<file path="src/rtl/uart_rx_ms.sv">
`timescale 1ns/1ps
// uart_rx_ms: 16x oversampling UART receiver with 2-of-3 majority bit
// decision, optional parity, stop-bit checks and a single held output word.
module uart_rx_ms #(
   parameter int unsigned CLK_DIV   = 54,
   parameter int unsigned DATA_BITS = 8,
   parameter int unsigned PARITY    = 0,
   parameter int unsigned STOP_BITS = 1
) (
   input  logic                 clk,
   input  logic                 reset_n,
   input  logic                 rx_pin,
   output logic [DATA_BITS-1:0] data_rx,
   output logic                 data_vld,
   input  logic                 data_ack,
   output logic                 parity_err,
   output logic                 frame_err,
   output logic                 break_det,
   output logic                 overrun
);

   localparam logic [2:0] S_IDLE  = 3'd0;
   localparam logic [2:0] S_START = 3'd1;
   localparam logic [2:0] S_DATA  = 3'd2;
   localparam logic [2:0] S_PAR   = 3'd3;
   localparam logic [2:0] S_STOP  = 3'd4;

   localparam logic [15:0] DIV_LAST  = 16'(CLK_DIV - 1);
   localparam logic [3:0]  DATA_LAST = 4'(DATA_BITS - 1);
   localparam logic [3:0]  STOP_LAST = 4'(STOP_BITS - 1);

   logic                 r_sync1, r_sync2;
   logic [1:0]           r_warm;
   logic                 r_armed;
   logic [15:0]          r_div;
   logic [2:0]           r_state;
   logic [3:0]           r_os;
   logic [3:0]           r_bit;
   logic                 r_s7, r_s8;
   logic [DATA_BITS-1:0] r_shift;
   logic                 r_perr, r_ferr;
   logic [DATA_BITS-1:0] r_data;
   logic                 r_vld, r_perr_o, r_ferr_o, r_brk_o, r_ovr;

   logic w_tick, w_mid, w_end, w_maj, w_fall, w_done, w_ferr_new, w_par;

   assign w_tick     = (r_div == DIV_LAST);
   assign w_mid      = w_tick && (r_os == 4'd9);
   assign w_end      = w_tick && (r_os == 4'd15);
   assign w_maj      = (r_s7 & r_s8) | (r_s7 & r_sync2) | (r_s8 & r_sync2);
   // r_armed records that the real (post-reset) line was high last cycle, so a
   // line already low when reset releases never looks like a falling edge.
   assign w_fall     = r_armed && !r_sync2;
   assign w_done     = (r_state == S_STOP) && w_mid && (r_bit == STOP_LAST);
   assign w_ferr_new = r_ferr | ~w_maj;
   assign w_par      = ^{r_shift, w_maj};

   always_ff @(posedge clk or negedge reset_n) begin
      if (!reset_n) begin
         r_sync1 <= 1'b1;
         r_sync2 <= 1'b1;
         r_warm  <= '0;
         r_armed <= 1'b0;
         r_div   <= '0;
      end else begin
         r_sync1 <= rx_pin;
         r_sync2 <= r_sync1;
         r_warm  <= {r_warm[0], 1'b1};
         r_armed <= r_warm[1] & r_sync2;
         r_div   <= w_tick ? '0 : r_div + 16'd1;
      end
   end

   always_ff @(posedge clk or negedge reset_n) begin
      if (!reset_n) begin
         r_state <= S_IDLE;
         r_os    <= '0;
         r_bit   <= '0;
         r_s7    <= 1'b1;
         r_s8    <= 1'b1;
         r_shift <= '0;
         r_perr  <= 1'b0;
         r_ferr  <= 1'b0;
      end else begin
         if (w_tick) r_os <= r_os + 4'd1;
         if (w_tick && (r_os == 4'd7)) r_s7 <= r_sync2;
         if (w_tick && (r_os == 4'd8)) r_s8 <= r_sync2;
         case (r_state)
            S_IDLE: begin
               if (w_fall) begin
                  r_os    <= '0;
                  r_bit   <= '0;
                  r_perr  <= 1'b0;
                  r_ferr  <= 1'b0;
                  r_state <= S_START;
               end
            end
            S_START: begin
               if (w_mid && w_maj) r_state <= S_IDLE;
               else if (w_end)     r_state <= S_DATA;
            end
            S_DATA: begin
               if (w_mid) r_shift <= {w_maj, r_shift[DATA_BITS-1:1]};
               if (w_end) begin
                  if (r_bit == DATA_LAST) begin
                     r_bit   <= '0;
                     r_state <= (PARITY != 0) ? S_PAR : S_STOP;
                  end else begin
                     r_bit <= r_bit + 4'd1;
                  end
               end
            end
            S_PAR: begin
               if (w_mid) r_perr <= (PARITY == 1) ? ~w_par : w_par;
               if (w_end) r_state <= S_STOP;
            end
            S_STOP: begin
               if (w_mid) begin
                  r_ferr <= w_ferr_new;
                  if (r_bit == STOP_LAST) r_state <= S_IDLE;
               end
               if (w_end) r_bit <= r_bit + 4'd1;
            end
            default: r_state <= S_IDLE;
         endcase
      end
   end

   // A completion coinciding with an accepted ack replaces the word in place.
   always_ff @(posedge clk or negedge reset_n) begin
      if (!reset_n) begin
         r_data   <= '0;
         r_vld    <= 1'b0;
         r_perr_o <= 1'b0;
         r_ferr_o <= 1'b0;
         r_brk_o  <= 1'b0;
         r_ovr    <= 1'b0;
      end else if (w_done) begin
         if (!r_vld || data_ack) begin
            r_data   <= r_shift;
            r_perr_o <= r_perr;
            r_ferr_o <= w_ferr_new;
            r_brk_o  <= (r_shift == '0) && w_ferr_new;
            r_vld    <= 1'b1;
         end else begin
            r_ovr <= 1'b1;
         end
      end else if (r_vld && data_ack) begin
         r_vld <= 1'b0;
         r_ovr <= 1'b0;
      end
   end

   assign data_rx    = r_data;
   assign data_vld   = r_vld;
   assign parity_err = r_perr_o;
   assign frame_err  = r_ferr_o;
   assign break_det  = r_brk_o;
   assign overrun    = r_ovr;

endmodule
</file>
<file path="config.mk">
export PLATFORM = sky130hd
export DESIGN_NAME = uart_rx_ms
export DESIGN_NICKNAME = d
export VERILOG_FILES = /design/src/rtl/uart_rx_ms.sv
export SDC_FILE = /design/constraint.sdc
export NUM_CORES = 1
export LEC_CHECK = 0
export CAP_MARGIN = 30
export CORE_AREA = 2 2 88 90
export DETAILED_ROUTE_END_ITERATION = 10
export DIE_AREA = 0 0 90 92
export SETUP_SLACK_MARGIN = 0.3
export SLEW_MARGIN = 20
export SYNTH_ARGS = -nofsm -noshare
export SYNTH_HDL_FRONTEND = slang
export SYNTH_SLANG_ARGS = --single-unit
</file>
<file path="constraint.sdc">
create_clock -name clk -period 3.1 [get_ports clk]
set_clock_uncertainty 0.1 [all_clocks]
set_input_delay 0.31 -clock clk [delete_from_list [all_inputs] [get_ports clk]]
set_output_delay 0.31 -clock clk [all_outputs]
set_load 0.01 [all_outputs]
</file>
After elaboration in Yosys (flattened, before gate mapping). Index checks and enable logic that the tools add are counted.

Bitwise logic cells: 8. Multiplexer cells: 28. Reductions and logical operators: 29. Equal/unequal tests: 21. $add $sub $neg: 3.

Operators by type and width (number): $mux W4 (7); $mux W3 (8); $add A16 B1 Y16 const B (1); $eq A16 B6 Y1 const B (1); $mux W16 (1); $ne A2 B2 Y1 const B (8); $pmux W3 S5 (1); $eq A4 B4 Y1 const B (3); $pmux W4 S3 (1); $logic_and A1 B1 Y1 (10); $reduce_xor A9 Y1 (1); $add A4 B1 Y4 const B (2); $eq A4 B3 Y1 const B (2); $logic_not A8 Y1 (1); $mux W1 (8); $reduce_and A2 Y1 (4); $reduce_and A7 Y1 (1); $eq A3 B2 Y1 const B (2); $reduce_and A3 Y1 (2); $reduce_bool A2 Y1 (3); $and A1 B1 Y1 (4); $logic_not A4 Y1 (1); $ne A2 B1 Y1 const B (2); $pmux W1 S2 (2); other kinds (10) (13).

Input port bits: 4. Register bits after elaboration: 57. Output and inout bits: 13.

Depth between registers and ports, before layout. Gate-level depths: netlist of run 1.

Depth in word-level cells: 7. Gate-level depth with buffers: 8. Gate-level depth less buffers: 7.

Worst setup path after synthesis of run 1. No wires, ideal clock.

Kind: register to register. From: reg r_div[3]. To: reg r_data[0] (netlist: data_rx[0]). Required time: 2875 ps. Path buffers: 1. Stages on the path, launching flop included: 7. Setup slack: 1096 ps. Arrival: 1778 ps. Period minus slack after synthesis: 2004 ps. Cell sequence: dfrtp_1 nor4b_2 nand4b_2 nor3_2 nand3_2 buf_6 mux2_4.

Word-level cells in the longest chain between the ends: 5.

RTL lines: start: declaration (RTL line 35) `logic [15:0] r_div;`; start signal: assignment (RTL line 70) `r_div <= w_tick ? '0 : r_div + 16'd1;`; $eq A16 B6 Y1 (RTL line 47) `assign w_tick = (r_div == DIV_LAST);`; $logic_and A1 B1 Y1 (RTL line 48) `assign w_mid = w_tick && (r_os == 4'd9);`; $logic_and A1 B1 Y1 (2 in a row) (RTL line 54) `assign w_done = (r_state == S_STOP) && w_mid && (r_bit == STOP_LAST);`; $reduce_and A2 Y1 (no line); end signal: assignment (RTL line 140) `r_data <= r_shift;`; end: declaration (RTL line 42) `logic [DATA_BITS-1:0] r_data;`.

No other way between the ends. A chain may end at the register's enable or synchronous reset.

Worst setup path in the final report of run 1.
From: reg r_div[3]. To: reg r_data[3] (netlist: data_rx[3]).

Same word-level chain as after synthesis.

==> run summary, run 1 <==
Setup TNS: 0 ns
row cnt: 32
initial cell density of the core: 0.3832
Pleak: 0.001459 µW
crit path launch type: flip-flop
CTS HTree Levels: 3
top cell type's share of synthesized area: 0.4647
first-pass GRT wire length: 8714 µm
Finished Core Util: 0.4447
period utilisation layout: 0.7630
gr usage total: 0.1327
Layout area overhead: 16.05%
vias in the first global route: 1812
Synth Area in Compound Gates: 0.05787
final WL: 4913 µm
initial antenna violation count: 0
RSZ-0062 raised after global routing: false
Area contributors post-synth: dfrtp_1 (46%), xnor2_1 (6.1%), mux2_4 (5.3%)
IO buf count: 16
most frequent cell after synthesis: dfrtp_1
gpl congestion: 0.7341
multi-input combinational cell area: 0.001341 mm²
# IOs: 17
ant diodes: 0
R2R Path Start: r_div[3]
DIE HEIGHT: 92 µm
multiplexer area fraction after synthesis: 0.1070
minimum clock period: 2.365 ns
reg-to-reg setup timing slack: 0.73 ns
synth cell count leaders: dfrtp_1 (53), nor2_1 (24), xnor2_1 (20)
Slew headroom: 0.5242
Num CTS Buffers: 9
asr flop ratio synth: 1.000
post-DP HPWL: 3396 µm
worst skew pair latency: 0.34 ns
commonest register cell after synthesis: dfrtp_1
Reg-to-Reg End: data_rx[3]
clock power share: 0.470
final setup violation count: 0
Die Wd: 90 µm
postcts setup bufs: 0
nets: 280
Hold WS: -0.0003493 ns
failing checks: negative hold slack
grt ovf: 0
final hold violation count: 1
WS Path Type: reg -> reg
Post-Layout Inst Area: 0.003312 mm²
syn avg cell area: 11.55 µm²
Reg area: 0.001431 mm²
via/cell ratio: 4.912
VDD IR-drop max: 0.0002327 V
Cell Area, Placed: 0.003108 mm²
sequential share of the synthesized area: 0.5015
Vias: 1847
Synth area leader: dfrtp_1
Residual DRC: 0
Power Density: 457.7 mW/mm²
Slew @ Worst Pin: 0.7138 ns
Filler cells: 718
post-synth cell types: 52
Worst Hold Class: in -> async
syn_nets: 258
Post-Synth Adder-Cell Area: 0.03420
CTS resizes: 0
Clock transition at path regs: 0.07 ns
Post-Synth XOR/XNOR Area: 0.07672
total of max-cap violations: 0
Post-synth EDFFs: 0
Yosys reg bits: 57
WP data required: 3.23 ns
Power Internal: 1157 µW
pin count of the biggest net entering global routing: 58
layout cell share with drive strength beyond 1: 0.1934
First-pass DRT Iterations: 4
core area: 0.007447 mm²
Worst Reg-to-Reg Cells: 5
Syn. warnings: 0
Setup crit end kind: flip-flop
CTS Hold Bufs: 0
largest family of logic cells by synthesized area: simple AND/OR/NAND/NOR gates
CTS tree: done
crit path DAT: 2.49 ns
Clock Root Buffer: clkbuf_8
combinational power share: 0.024
register share of total power: 0.506
Mapped Area: 0.002854 mm²
status: finished, violations left
Slew Viols, Final: 0
Max Freq: 0.4228 GHz
P_sw: 359.1 µW
switching share of power: 0.2369
Synth Area in Simple Gates: 0.1929
Die Footprint: 0.008280 mm²
Clock Tree Buf Depth: 2
wire per inst: 13.07 µm
synthesized instance count: 247
Crit Path Max Fanout: 11
total clock sinks: 57
DRT iter0 DRCs: 111
post-route ant nets: 0
## per-layer routing
layer,part of all wire,up-vias,track usage
met5,0,-,0
met4,0.015,0,0.06282
met3,0.036,8,0.04355
met2,0.44,32,0.1961
met1,0.50,896,0.1763
li1,-,911,-
## cell families after synthesis
group | Yosys count
and+or+nand+nor | 93
other | 1
DFF | 57
xor gates and xnor gates | 25
buffers and inverters | 17
adders and majority gates | 8
AOI/OAI and AO/OA | 22
muxes | 24
## worst max-delay path, stage by stage, from the launching register on
cell	delay [ns]
dfrtp_1	0.45
nor4b_2	0.39
nand4b_2	0.27
nor3_2	0.29
nand3_2	0.35
mux2_4	0.41
## cells in the final DEF, fill, tap and decap left out, types with 7 or more instances in the layout
master and instances:
dfrtp_1 53, nor2_1 24, xnor2_1 20, nand2_1 15, clkdlybuf4s50_1 15, nand3_1 11
inv_1 10, mux2_4 10, clkbuf_8 10, mux2_2 9, ha_1 7
## sequential cells by signal (all words and copies together), names as in the netlist, 2 cells and up
name,cells
data_rx,8
r_bit,4
r_div,16
r_warm,2
r_state,3
r_os,4
r_shift,8
## area by class of cell
type                    instances  share of cell area
flip-flops and latches         57              0.4322
multi-input cells             173              0.4050
repair buffers                 18             0.05138
clock buffers                  10             0.04156
well taps                     102             0.03853
clock inverters                 6             0.02002
inverters                      10             0.01133
## worst max path at each step
| stage | startpoint | to | slack (ns) |
|---|---|---|---|
| floorplan | r_div[3] | data_rx[0] | 1.10 |
| global placement | r_div[3] | data_rx[3] | 0.79 |
| detailed placement | r_div[3] | data_rx[3] | 0.74 |
| CTS | r_div[3] | data_rx[3] | 0.74 |
| global route | r_div[3] | parity_err | 0.56 |
| finish | r_div[3] | data_rx[3] | 0.73 |
## metrics by stage
stage | setup slack, ns | power, µW | std cells
after CTS | 0.7353 | 1541 | 376
after global placement | 0.7879 | 818.7 | 360
after global routing | 0.5562 | 1584 | 376
after detailed placement | 0.7401 | 819.0 | 360
after floorplan | 1.096 | 795.1 | 247
final | 0.7347 | 1516 | 376
## power by group through the flow
stage / logic (µW) / clock network [µW] / registers (µW)
3_5_place_dp: 37.5 / 0 / 781
4_1_cts: 37.6 / 736 / 767
2_1_floorplan: 26.5 / 0 / 769
6_report: 35.7 / 713 / 768
3_3_place_gp: 37.2 / 0 / 781
5_1_grt: 41.8 / 773 / 769
(Power assumes the default switching activity.)
==> run 2: changes to the inputs <==
==> constraint.sdc (replaced) <==
create_clock -name clk -period 1.95 [get_ports clk]
set_clock_uncertainty 0.1 [all_clocks]
set_input_delay 0.195 -clock clk [delete_from_list [all_inputs] [get_ports clk]]
set_output_delay 0.195 -clock clk [all_outputs]
set_load 0.01 [all_outputs]
==> run 2 against run 1 <==
Compared with the run above:
- the run ends with negative setup slack left
- utilization rose by 6.4 points
- worst hold slack better by 0.17 ns
- cell count is 10% higher
- sequential share of layout area decreased by 5.4 points
- routed wire length is 13% higher
==> run summary, run 2 (same netlist as run 1, synthesis figures left out) <==
core area: 0.007447 mm²
first-pass GRT wire length: 9804 µm
R2R Path Start: r_div[0]
row cnt: 32
WP data required: 2.07 ns
minimum clock period: 2.042 ns
crit path DAT: 2.16 ns
wire per inst: 13.36 µm
layout cell share with drive strength beyond 1: 0.3814
max FFs per register: 16
Cells on Worst Hold Path: 1
final WL: 5533 µm
crit path launch type: flip-flop
worst skew pair latency: 0.34 ns
switching share of power: 0.2407
Crit Path Max Fanout: 3
Pleak: 0.001706 µW
Vias: 2020
Most flops, register: r_div
Slew headroom: 0.4950
Clock Tree Buf Depth: 2
WS Path Type: reg -> reg
status: finished, violations left
vias in the first global route: 2044
clock power share: 0.426
Post-Place Cells: 395
register share of total power: 0.537
CTS HTree Levels: 3
Setup TNS: -0.8172 ns
Slew @ Worst Pin: 0.7574 ns
Finished Core Util: 0.5084
total clock sinks: 57
commonest non-fill, non-tap cell in the layout: dfrtp_1
post-DP HPWL: 3949 µm
final setup violation count: 17
Die Footprint: 0.008280 mm²
via/cell ratio: 4.879
gr usage total: 0.1509
Die Wd: 90 µm
Clock Root Buffer: clkbuf_8
highest-count cells in the layout ignoring fill and taps: dfrtp_1 (53), buf_4 (33), xnor2_1 (20)
CP most frequent cell: buf_4
initial cell density of the core: 0.3832
Clock transition at path regs: 0.06 ns
reg-to-reg setup timing slack: -0.09 ns
RSZ-0062 raised after global routing: true
Reg-to-Reg End: r_state[2]
IO buf count: 16
Residual DRC: 0
post-route ant nets: 0
# IOs: 17
total of max-cap violations: 0
P_sw: 544.4 µW
Filler cells: 702
CP cell instances: ha_1, and4b_2, nand3_1, buf_4, a211oi_2, buf_4, a32o_1, mux2_2
initial antenna violation count: 0
CP top delay family: flip-flops
CTS tree: done
failing checks: negative setup slack
Final Power: 2262 µW
Slew Viols, Final: 0
combinational power share: 0.037
Power Density: 597.4 mW/mm²
final hold violation count: 0
Non-Filler Instances: 414
Layout area overhead: 32.66%
nets: 318
worst-path cell with the longest stage delay: dfrtp_1
DIE HEIGHT: 92 µm
pin count of the biggest net entering global routing: 34
First-pass DRT Iterations: 5
Worst Hold Class: in -> reg
gpl congestion: 0.8087
VDD IR-drop max: 0.0003416 V
DRT iter0 DRCs: 68
ant diodes: 0
grt ovf: 0
Max Freq: 0.4897 GHz
period utilisation layout: 1.047
hold endpoint: r_sync1
beginning of the worst hold path: rx_pin
Worst Reg-to-Reg Cells: 8
worst path bufs/invs: 2
Power Internal: 1718 µW
Num CTS Buffers: 9
Setup crit end kind: flip-flop
slowest stage delay, CP: 0.38 ns
slack of the critical path: -0.09189 ns
## run 2: per-stage QoR
stage	instance area (µm²)	worst slack, ns	hold slack (ns)
floorplan	2909	-0.006773	-0.2006
global placement	3451	-0.08566	0.2011
detailed placement	3451	-0.1305	0.2116
CTS	3705	-0.09271	0.1556
global route	3786	-0.1854	0.1428
finish	3786	-0.09189	0.1698
## run 2: layout make-up
class                      count  area, µm²  share of cell area
timing repair buffer          56      501.7              0.1325
clock buffer                  11      141.4             0.03734
tap                          102      127.6             0.03371
clock inverter                 5      31.28            0.008262
multi-input combinational    173       1515              0.4002
sequential                    57       1431              0.3781
inverter                      10      37.54            0.009914
## run 2: what timing repair did
item | in CTS | in global routing
setup endpoints to repair | 46 | 48
setup buffers | 2 | 0
endpoints found under the hold margin | 27 | 0
pin swaps | 5 | 3
resized for setup | 14 | 20
hold buffers | 1 | 0
## run 2: power by group through the flow
| stage | Clock (µW) | Combinational, µW | Sequential, µW |
|---|---|---|---|
| after detailed placement | 0 | 81.2 | 1240 |
| after global placement | 0 | 79.7 | 1240 |
| after CTS | 1010 | 85.2 | 1220 |
| after global routing | 1070 | 93.4 | 1220 |
| after floorplan | 0 | 43.1 | 1220 |
| final | 963 | 83.3 | 1220 |
## run 2: worst max-delay path by stage
stage / start / to / slack [ns] / cells after the start
4_1_cts: r_div[6] / r_s7 / -0.09 / 5
3_3_place_gp: r_div[3] / r_shift[2] / -0.09 / 6
5_1_grt: r_div[13] / r_s7 / -0.19 / 5
6_report: r_div[0] / r_state[2] / -0.09 / 8
2_1_floorplan: r_div[3] / data_rx[0] / -0.007 / 6
3_5_place_dp: r_div[3] / r_shift[3] / -0.13 / 6
## run 2: per-layer routing
| metal | GRT usage | vias up | wire (µm) |
|---|---|---|---|
| met5 | 0 | - | 0 |
| met4 | 0.06154 | 0 | 82 |
| met3 | 0.04930 | 8 | 186 |
| met2 | 0.2281 | 33 | 2598 |
| met1 | 0.2006 | 988 | 2666 |
| li1 | - | 991 | - |
==> RTL change, RTL diff (flow settings as in run 2) <==
`DATA_BITS`: 8 -> 9.
--- a/src/rtl/uart_rx_ms.sv
+++ b/src/rtl/uart_rx_ms.sv
@@ -5,3 +5,3 @@
    parameter int unsigned CLK_DIV   = 54,
-   parameter int unsigned DATA_BITS = 8,
+   parameter int unsigned DATA_BITS = 9,
    parameter int unsigned PARITY    = 0,
Ports: changed (resized data_rx); port bits go from 17 to 18. No check against the original RTL was run, so the function may have changed too.
==> RTL change against run 2 <==
- the flow still finishes with violations (negative setup slack)
- worst setup slack worse by 0.037 ns
- sequential cell count up 2
- synthesized area increased by 2.7%
- routed wire length grew 12%
- via count grew 5.7%
- utilization is 3.9 points higher
- global-route usage is 1.3 points higher
- design area increased by 7.6%
- critical path type unchanged
- largest cell class unchanged
Power is not compared: it rests on default switching activity, and its combinational part moved more than twofold at a synthesized area within 25%.
==> RTL change: results (changes against run 2) <==
status: "complete, but fails checks"  # unchanged
violations: "negative setup slack"  # unchanged
arrival_ns: 2.23  # was 2.16 ns
place_congestion: 0.817  # was 0.809
p_leak_uw: 0.00187
synth_warnings: 0  # unchanged
grt_max_degree: 60  # was 34
grt_pass1_vias: 2244  # was 2044
power.switching_uw: 826
fin_ws_ns: -0.129  # was -0.0919 ns
seqPwrFrac_pct: 40.6
reg2reg_depth: 9  # was 8
cts_max_level: 3  # unchanged
cts_buffers: 9  # unchanged
dr_total_vias: 2135  # was 2020
hp-start: "rx_pin"  # unchanged
clk_pin_slew_worst_paths_ns: 0.07
critPathMaxFanout: 4  # was 3
critPathLaunch: "r_div[1]$_DFF_PN0_"  # was r_div[0]$_DFF_PN0_
grt_pass1_wl_um: 10700  # was 9800 µm
grtUsageTotal_pct: 16.4  # was 15.1%
grt_util_met1_pct: 21.0  # was 20.1%
dr.pass1.iters: 4  # was 5
nets: 340  # was 318
synthArstFlopShare_pct: 100  # unchanged
globalRouteMet2Util_pct: 26.9  # was 22.8%
wirelength_um: 6190  # was 5530 µm
slowest_delay_ns: 0.37
whs_path_depth: 1  # unchanged
wl_met1_um: 2820  # was 2670 µm
syn_avg_cell_area_um2: 11.7  # was 11.6 µm²
pre_cts_slack_ns: -0.189  # was -0.130 ns
setup-violations-final: 34  # was 17
drt_iter0_drc: 83  # was 68
ys_seq_area_share_pct: 50.6  # was 50.2%
holdWs_ns: 0.166  # was 0.170 ns
cpMaxStageDelayCell: "dfrtp_1"  # unchanged
crit_family: "simple AND/OR/NAND/NOR gates"  # was flip-flops
endpoint: "r_state[2]$_DFFE_PN0P_"  # unchanged
cap_violations: 0  # unchanged
wl_met2_um: 3100  # was 2600 µm
hpwl_um: 4000  # was 3950 µm
layout-drive-gt1-share_pct: 37.4  # was 38.1%
synth_nets: 262  # was 258
synth_area_leaders: "dfrtp_1 (47%), xnor2_1 (6.0%), mux2_2 (5.0%)"  # was dfrtp_1 (46%), xnor2_1 (6.1%), mux2_4 (5.3%)
wl_met3_um: 184  # was 186 µm
yosys.cell_types.count: 50  # was 52
placed_cells_incl_taps: 403  # was 395
fin_tns_setup_ns: -2.72  # was -0.817 ns
synth_common_cells: "dfrtp_1 (55), nor2_1 (21), xnor2_1 (20)"  # was dfrtp_1 (53), nor2_1 (24), xnor2_1 (20)
route.top_layer_used: "met4"  # unchanged
placed_cell_area_um2: 3530  # was 3450 µm²
grt_use_met3_pct: 4.44  # was 4.93%
wl_per_cell_um: 14.2  # was 13.4 µm
port_buffers: 17  # was 16
comb_power_share_pct: 17.7
RTL change: cell count changes after synthesis, moves of 3 or more:
cell     delta
o31ai_1     +3
nor2b_1     +3
o21ai_0     -3
mux2_1      -3
nand2_1     -4
nor2_1      -3
nor3_1      +3
mux2_2      +4
inv_1       +3
RTL change: layout make-up:
class	instances	area, µm²
flip-flops and latches	59	1480
clock buffers	12	135
inverters	13	48.8
multi-input cells	173	1540
repair buffers	73	643
fillers	654	3370
clock inverters	4	98.8
well taps	102	128
RTL change: cell families after synthesis:
logic type / count (synthesis) / synth area share, %
compound gates: 21 / 5.47
fa+ha+maj: 8 / 3.33
xor+xnor: 26 / 7.77
mux: 26 / 11.0
flops: 59 / 50.6
simple gates: 91 / 19.1
buf+inv: 19 / 2.69
other cells: 1 / 0.128
RTL change: repair_timing:
action	in CTS	in global routing
buffers inserted	6	9
pin swaps	7	5
hold endpoints to repair	55	0
setup endpoints to repair	43	47
hold buffers	1	0
gates resized for setup	24	13
cloned	0	1
